## src/rtl/seg_bank_arbiter.sv

```systemverilog
// seg_bank_arbiter: round-robin owner of the 8-digit seven-segment bank with a minimum hold quantum.
// Optional macro SEG_ARB_OWNER_DP_EN lights the dp of digit seg<own> while an owner holds the bank.
module seg_bank_arbiter #(
    parameter int NREQ    = 3,
    parameter int QUANTUM = 16
) (
    input  logic               clk,
    input  logic               rst,
    input  logic [NREQ-1:0]    req,
    input  logic [NREQ*32-1:0] data,
    input  logic [NREQ*8-1:0]  blank,
    output logic [NREQ-1:0]    gnt,
    output logic               busy,
    output logic [7:0]         seg0,
    output logic [7:0]         seg1,
    output logic [7:0]         seg2,
    output logic [7:0]         seg3,
    output logic [7:0]         seg4,
    output logic [7:0]         seg5,
    output logic [7:0]         seg6,
    output logic [7:0]         seg7
);
    localparam int PW = $clog2(NREQ);
    localparam int CW = $clog2(QUANTUM + 1);
    typedef enum logic {IDLE, OWN} state_t;
    state_t          state_q, state_d;
    logic [PW-1:0]   own_q, own_d, ptr_q, ptr_d, pick, own_next;
    logic [CW-1:0]   cnt_q, cnt_d;
    logic [NREQ-1:0] gnt_q, gnt_d;
    logic [7:0]      seg_q [8];
    logic [7:0]      seg_d [8];
    logic [31:0]     own_data;
    logic [7:0]      own_blank;
    logic            found, others;

    function automatic logic [6:0] hex7(input logic [3:0] n);
        case (n)
            4'h0: hex7 = 7'h40;
            4'h1: hex7 = 7'h79;
            4'h2: hex7 = 7'h24;
            4'h3: hex7 = 7'h30;
            4'h4: hex7 = 7'h19;
            4'h5: hex7 = 7'h12;
            4'h6: hex7 = 7'h02;
            4'h7: hex7 = 7'h78;
            4'h8: hex7 = 7'h00;
            4'h9: hex7 = 7'h10;
            4'hA: hex7 = 7'h08;
            4'hB: hex7 = 7'h03;
            4'hC: hex7 = 7'h46;
            4'hD: hex7 = 7'h21;
            4'hE: hex7 = 7'h06;
            default: hex7 = 7'h0E;
        endcase
    endfunction

    assign others   = |(req & ~(NREQ'(1) << own_q));
    assign own_next = (int'(own_q) == NREQ - 1) ? '0 : own_q + PW'(1);

    // Live nibbles and blank mask of the current owner
    always_comb begin
        own_data  = '0;
        own_blank = '0;
        for (int i = 0; i < NREQ; i++) begin
            if (int'(own_q) == i) begin
                own_data  = data[32*i +: 32];
                own_blank = blank[8*i +: 8];
            end
        end
    end

    // First requester found scanning from ptr with wraparound
    always_comb begin
        found = 1'b0;
        pick  = '0;
        for (int i = 0; i < NREQ; i++) begin
            logic [PW-1:0] idx;
            idx = PW'((int'(ptr_q) + i) % NREQ);
            if (!found && req[idx]) begin
                found = 1'b1;
                pick  = idx;
            end
        end
    end

    // Ownership state machine: grant from IDLE, release or preempt from OWN
    always_comb begin
        state_d = state_q;
        own_d   = own_q;
        ptr_d   = ptr_q;
        cnt_d   = cnt_q;
        gnt_d   = gnt_q;
        if (state_q == IDLE) begin
            state_d = found ? OWN : IDLE;
            own_d   = found ? pick : own_q;
            cnt_d   = found ? CW'(1) : cnt_q;
            gnt_d   = found ? NREQ'(1) << pick : '0;
        end else if (!req[own_q] || (cnt_q >= CW'(QUANTUM) && others)) begin
            state_d = IDLE;
            ptr_d   = own_next;
            cnt_d   = '0;
            gnt_d   = '0;
        end else begin
            cnt_d   = (cnt_q >= CW'(QUANTUM)) ? cnt_q : cnt_q + CW'(1);
        end
    end

    // Segment decode of the owner's data, blanked when no owner or masked
    always_comb begin
        for (int k = 0; k < 8; k++) begin
            seg_d[k] = (|gnt_q && !own_blank[k]) ? {1'b1, hex7(own_data[4*k +: 4])} : 8'hFF;
`ifdef SEG_ARB_OWNER_DP_EN
            if (|gnt_q && int'(own_q) == k) seg_d[k][7] = 1'b0;
`endif
        end
    end

    // State and output registers, cleared asynchronously by active-low rst
    always_ff @(posedge clk or negedge rst) begin
        if (!rst) begin
            state_q <= IDLE;
            own_q   <= '0;
            ptr_q   <= '0;
            cnt_q   <= '0;
            gnt_q   <= '0;
            for (int k = 0; k < 8; k++) seg_q[k] <= 8'hFF;
        end else begin
            state_q <= state_d;
            own_q   <= own_d;
            ptr_q   <= ptr_d;
            cnt_q   <= cnt_d;
            gnt_q   <= gnt_d;
            for (int k = 0; k < 8; k++) seg_q[k] <= seg_d[k];
        end
    end

    assign gnt  = gnt_q;
    assign busy = |gnt_q;
    assign seg0 = seg_q[0];
    assign seg1 = seg_q[1];
    assign seg2 = seg_q[2];
    assign seg3 = seg_q[3];
    assign seg4 = seg_q[4];
    assign seg5 = seg_q[5];
    assign seg6 = seg_q[6];
    assign seg7 = seg_q[7];
endmodule

```

## config.mk

```make
export PLATFORM = sky130hd
export DESIGN_NAME = seg_bank_arbiter
export DESIGN_NICKNAME = d
export VERILOG_FILES = /design/src/rtl/seg_bank_arbiter.sv
export SDC_FILE = /design/constraint.sdc
export NUM_CORES = 1
export LEC_CHECK = 0
export CORE_AREA = 2 2 114 116
export DETAILED_ROUTE_END_ITERATION = 6
export DIE_AREA = 0 0 116 118
export HOLD_SLACK_MARGIN = 0.03
export PLACE_DENSITY = 0.81
export SYNTH_ARGS = -nofsm -noshare
export SYNTH_HDL_FRONTEND = slang
export SYNTH_SLANG_ARGS = --single-unit
```

## constraint.sdc

```tcl
create_clock -name clk -period 2.5 [get_ports clk]
set_clock_uncertainty 0.2 [all_clocks]
set_input_delay 0.25 -clock clk [delete_from_list [all_inputs] [get_ports clk]]
set_output_delay 0.25 -clock clk [all_outputs]
set_load 0.03 [all_outputs]
```

==> results.md <==
- The placed instances occupy a cell area of 7794 um2.
- The count of nets left with antenna violations once routing finished came out at 0.
- Traced cell by cell, the critical path runs through nor2b_4 > buf_12 > nand2_1 > o21ai_1 > inv_1 > ha_1 > nor2_1 > a211oi_1 > o21ai_1.
- The hold buffer count at cts is 1.
- A synthesized cell averages 10.17 um2.
- The first detailed-routing pass took 7 iterations.
- The number of violations reported at the end of detailed-routing iteration 0 is approximately 270.
- The maximum clock rate is 0.4282 GHz.
- The share of the yosys chip area belonging to registers is 0.3142.
- After synthesis, the cell types taking the most area are sky130_fd_sc_hd__dfstp_2 26%, sky130_fd_sc_hd__ha_1 12%, sky130_fd_sc_hd__mux2i_1 9.5%.
- In the routed design, unresolved DRC markers number 0.
- The longest clock path from root to sink contains 2 buffers.
- The most area-hungry cell type in the Yosys netlist is sky130_fd_sc_hd__dfstp_2.
- The root buffer cell chosen for the clock tree is sky130_fd_sc_hd__clkbuf_16.
- Of the cells placed in the final design, the portion with a size suffix greater than 1 is 0.1997.
- The largest net degree at the start of global routing is 38.
- The worst vdd rail ir drop is 0.5484 mV.
- The startpoint kind of the worst setup timing path is a flop.
- The number of different library cells used by synthesis comes to 57.
- For this design, the slowest cell found on the critical path is sky130_fd_sc_hd__dfrtp_2.
- The total I/O pin count is 193.
- The post-synthesis cell area is roughly 5700 um2.
- By startpoint and endpoint, the worst setup path is classified as reg2reg.
- The die covers 13690 um2.
- The type of the most critical hold path is in2async.
- In this run the power density over the cells is 1205 nW/um2.
- The setup-violating endpoint count in the final report is 0.
- Global routing finished with a remaining overflow of 0.
- The via count of the first global-routing pass came to 5288.
- The x dimension of the die is 116 um.
- At the later pin of the worst-skew pair, clock insertion delay measures roughly 0.33 ns.
- Total power for the finished layout comes to 9790 uW.
- The final hold violation count came to 0.
- Synthesis handed over a netlist of 562 instances.
- The worst-case register-to-register setup slack is 0.16 ns.
- After synthesis, the share of flip-flops with an asynchronous set or reset is 1.000.
- The die height is between 100 and 150 um.
- The tool flagged a number of max-cap violations equal to 0.
- In the final routed layout, each cell accounts on average for 17.49 um.
- The flow ran to the end, and the final reports show no timing, DRC or antenna violations.
- The Yosys step of the flow raised 0 warnings.
- The number of H-tree branching levels is 3.
- The worst path in the final design needs a cycle of ~2.3 ns, including I/O delays and setup.
- The headroom to the max-slew limit is 0.6145.
- The ratio of routed vias to standard cells is 5.591.
- After synthesis the netlist holds a flip-flop and latch count of 69.
- The most common cell in the synthesized netlist is sky130_fd_sc_hd__nand2_1.
- Setup repair after global routing left no endpoint under its margin.
- The main flop type after synthesis is sky130_fd_sc_hd__dfstp_2.
- The summed negative setup slack over all endpoints is 0 ns.
- At the pin with the least slew margin, the transition time is 0.5783 ns.
- The number of antenna violations at the first check in global routing is 0.
- The maximum single-stage delay on the critical path is 0.46 ns.
- The CTS tree is done.
- The final worst-path cycle share is 0.9341.
- The critical path data required time is about 2.5 ns.
- The most frequent cell on the critical path is sky130_fd_sc_hd__o21ai_1.
- The floorplan has 41 rows.
- The post-CTS setup repair buffer count is 0.
- 0 antenna diodes ended up in the layout.
- The HPWL after detailed placement is 12.53 mm.
- The TritonCTS sink count is 69.
- The number of resized instances in the post-cts repair step is 0.
- The number of nets in the finished design is 935.
- The standard cell core area is roughly 12000 um2.
- The global-route wire length before repair is approximately 26 mm.
- Sorting the synthesized cells by how often they occur yields 70 x sky130_fd_sc_hd__nand2_1, 56 x sky130_fd_sc_hd__dfstp_2, 54 x sky130_fd_sc_hd__ha_1, 54 x sky130_fd_sc_hd__mux2i_1, 36 x sky130_fd_sc_hd__inv_1.
- Compared with the post-synthesis result, the final layout area differs by 42.10%.
- On the critical path the largest part of the delay comes from compound AO/OA/AOI/OAI gates.
- The weighted congestion reported at the end of routability-driven placement is 0.9760.
- The leakage power is 0.003305 uW.
- The number of buffers added on ports is 184.
- The number of max-slew violations in the final report is 0.
- The kind of end point of the critical path is a flop.
- The final layout contains routed wiring with a total length of ~16 mm.
- The overall global routing resource usage is 0.2381.
- TritonCTS created 9 clock buffers.
- For this configuration, the core starts out at a cell density of 0.4606.
- The critical path contains buffers and inverters numbering 2 combined.
- Yosys mapped a number of flops with a built-in enable equal to 0.
- The maximum fanout along the worst path is 21.
- The top cell type's share of synthesized area is 0.2573.
- The post-CTS clock slew at the launch and capture registers of the worst setup and hold paths is around 0.060 ns.
- The final non-filler cell area is 8125 um2.
- The total via count in the routed design is approximately 5200.
- The arrival time of data at the critical path endpoint is 2.38 ns.
- The pre-CTS setup slack is approximately 0.13 ns.
- The final critical-path setup slack is 0.1648 ns.
-- cells in the final DEF, fill, tap and decap left out, drive strengths merged, types with 6 or more instances in the layout --
cell type,n
clkdlybuf4s50,183
nand2,70
o21ai,41
o211ai,10
nor2,17
a2bb2oi,16
a21oi,30
nand3,10
dfrtp,13
conb,8
o221ai,33
dfstp,56
and3,9
clkbuf,13
and2,6
o22ai,9
mux2i,54
mux2,11
buf,19
o2bb2ai,16
a221oi,8
ha,54
inv,38
a211oi,7
-- power breakdown --
part           switching [uW]  internal (uW)
Sequential                168           1650
Combinational            3900           2710
Clock                     472            884
Total                    4540           5250
-- metal layers --
layer / vias up / routed length, um / global-route usage / share of wire
li1: 2483 / - / - / -
met3: 14 / 1054 / 0.03502 / 0.065
met1: 2485 / 6419 / 0.2794 / 0.39
met2: 234 / 8661 / 0.4401 / 0.53
met5: - / 0 / 0 / 0
met4: 0 / 184 / 0.07068 / 0.011
-- registers in the layout, indices dropped and copies added (netlist names), 2 cells and up --
name	count
seg2	7
seg0	7
cnt_q	5
own_q	2
seg1	7
seg4	7
gnt	3
seg7	7
seg5	7
seg3	7
ptr_q	2
seg6	7
-- worst reg2reg max path, stage by stage (launching register included) --
cell	delay (ns)
sky130_fd_sc_hd__dfrtp_2	0.46
sky130_fd_sc_hd__nor2b_4	0.21
sky130_fd_sc_hd__buf_12	0.20
sky130_fd_sc_hd__nand2_1	0.08
sky130_fd_sc_hd__o21ai_1	0.24
sky130_fd_sc_hd__inv_1	0.17
sky130_fd_sc_hd__ha_1	0.34
sky130_fd_sc_hd__nor2_1	0.05
sky130_fd_sc_hd__a211oi_1	0.22
sky130_fd_sc_hd__o21ai_1	0.09
-- final timing paths --
| kind | end | startpoint | cells past startpoint |
|---|---|---|---|
| worst max-delay path | seg4[3] | own_q[1] | 9 |
| worst min-delay path | gnt[2] | rst | 3 |
| worst max register to register | seg4[3] | own_q[1] | 9 |
| worst min register to register | state_q | state_q | 1 |
| max in group asynchronous | seg0[5] | rst | 3 |
| min in group clk | state_q | state_q | 1 |
-- cell type report --
cell class                 instances  area [um2]
multi-input combinational        435        3600
timing repair buffer             203        2044
tap                              172       215.2
inverter                          38       145.1
clock buffer                      13       281.5
fill                             991        4289
sequential                        69        1799
clock inverter                     3       40.04
-- cells by family after synthesis --
group           Yosys count  synth area share
other cells               1         0.0006558
simple gates            123           0.09847
compound gates          185            0.2880
flops                    69            0.3142
fa+ha+maj                54            0.1182
buf+inv                  65           0.06171
mux                      65            0.1188
-- metrics by stage --
stage                     hold WS, ns  std cells  utilization
after floorplan               -0.2456        569            -
after global placement         0.1191        916       0.6278
after detailed placement       0.1351        916       0.6278
after CTS                      0.3182        933       0.6545
after global routing           0.3847        933       0.6545
final                          0.3085        933       0.6545
Power figures use the tool's default switching activity.
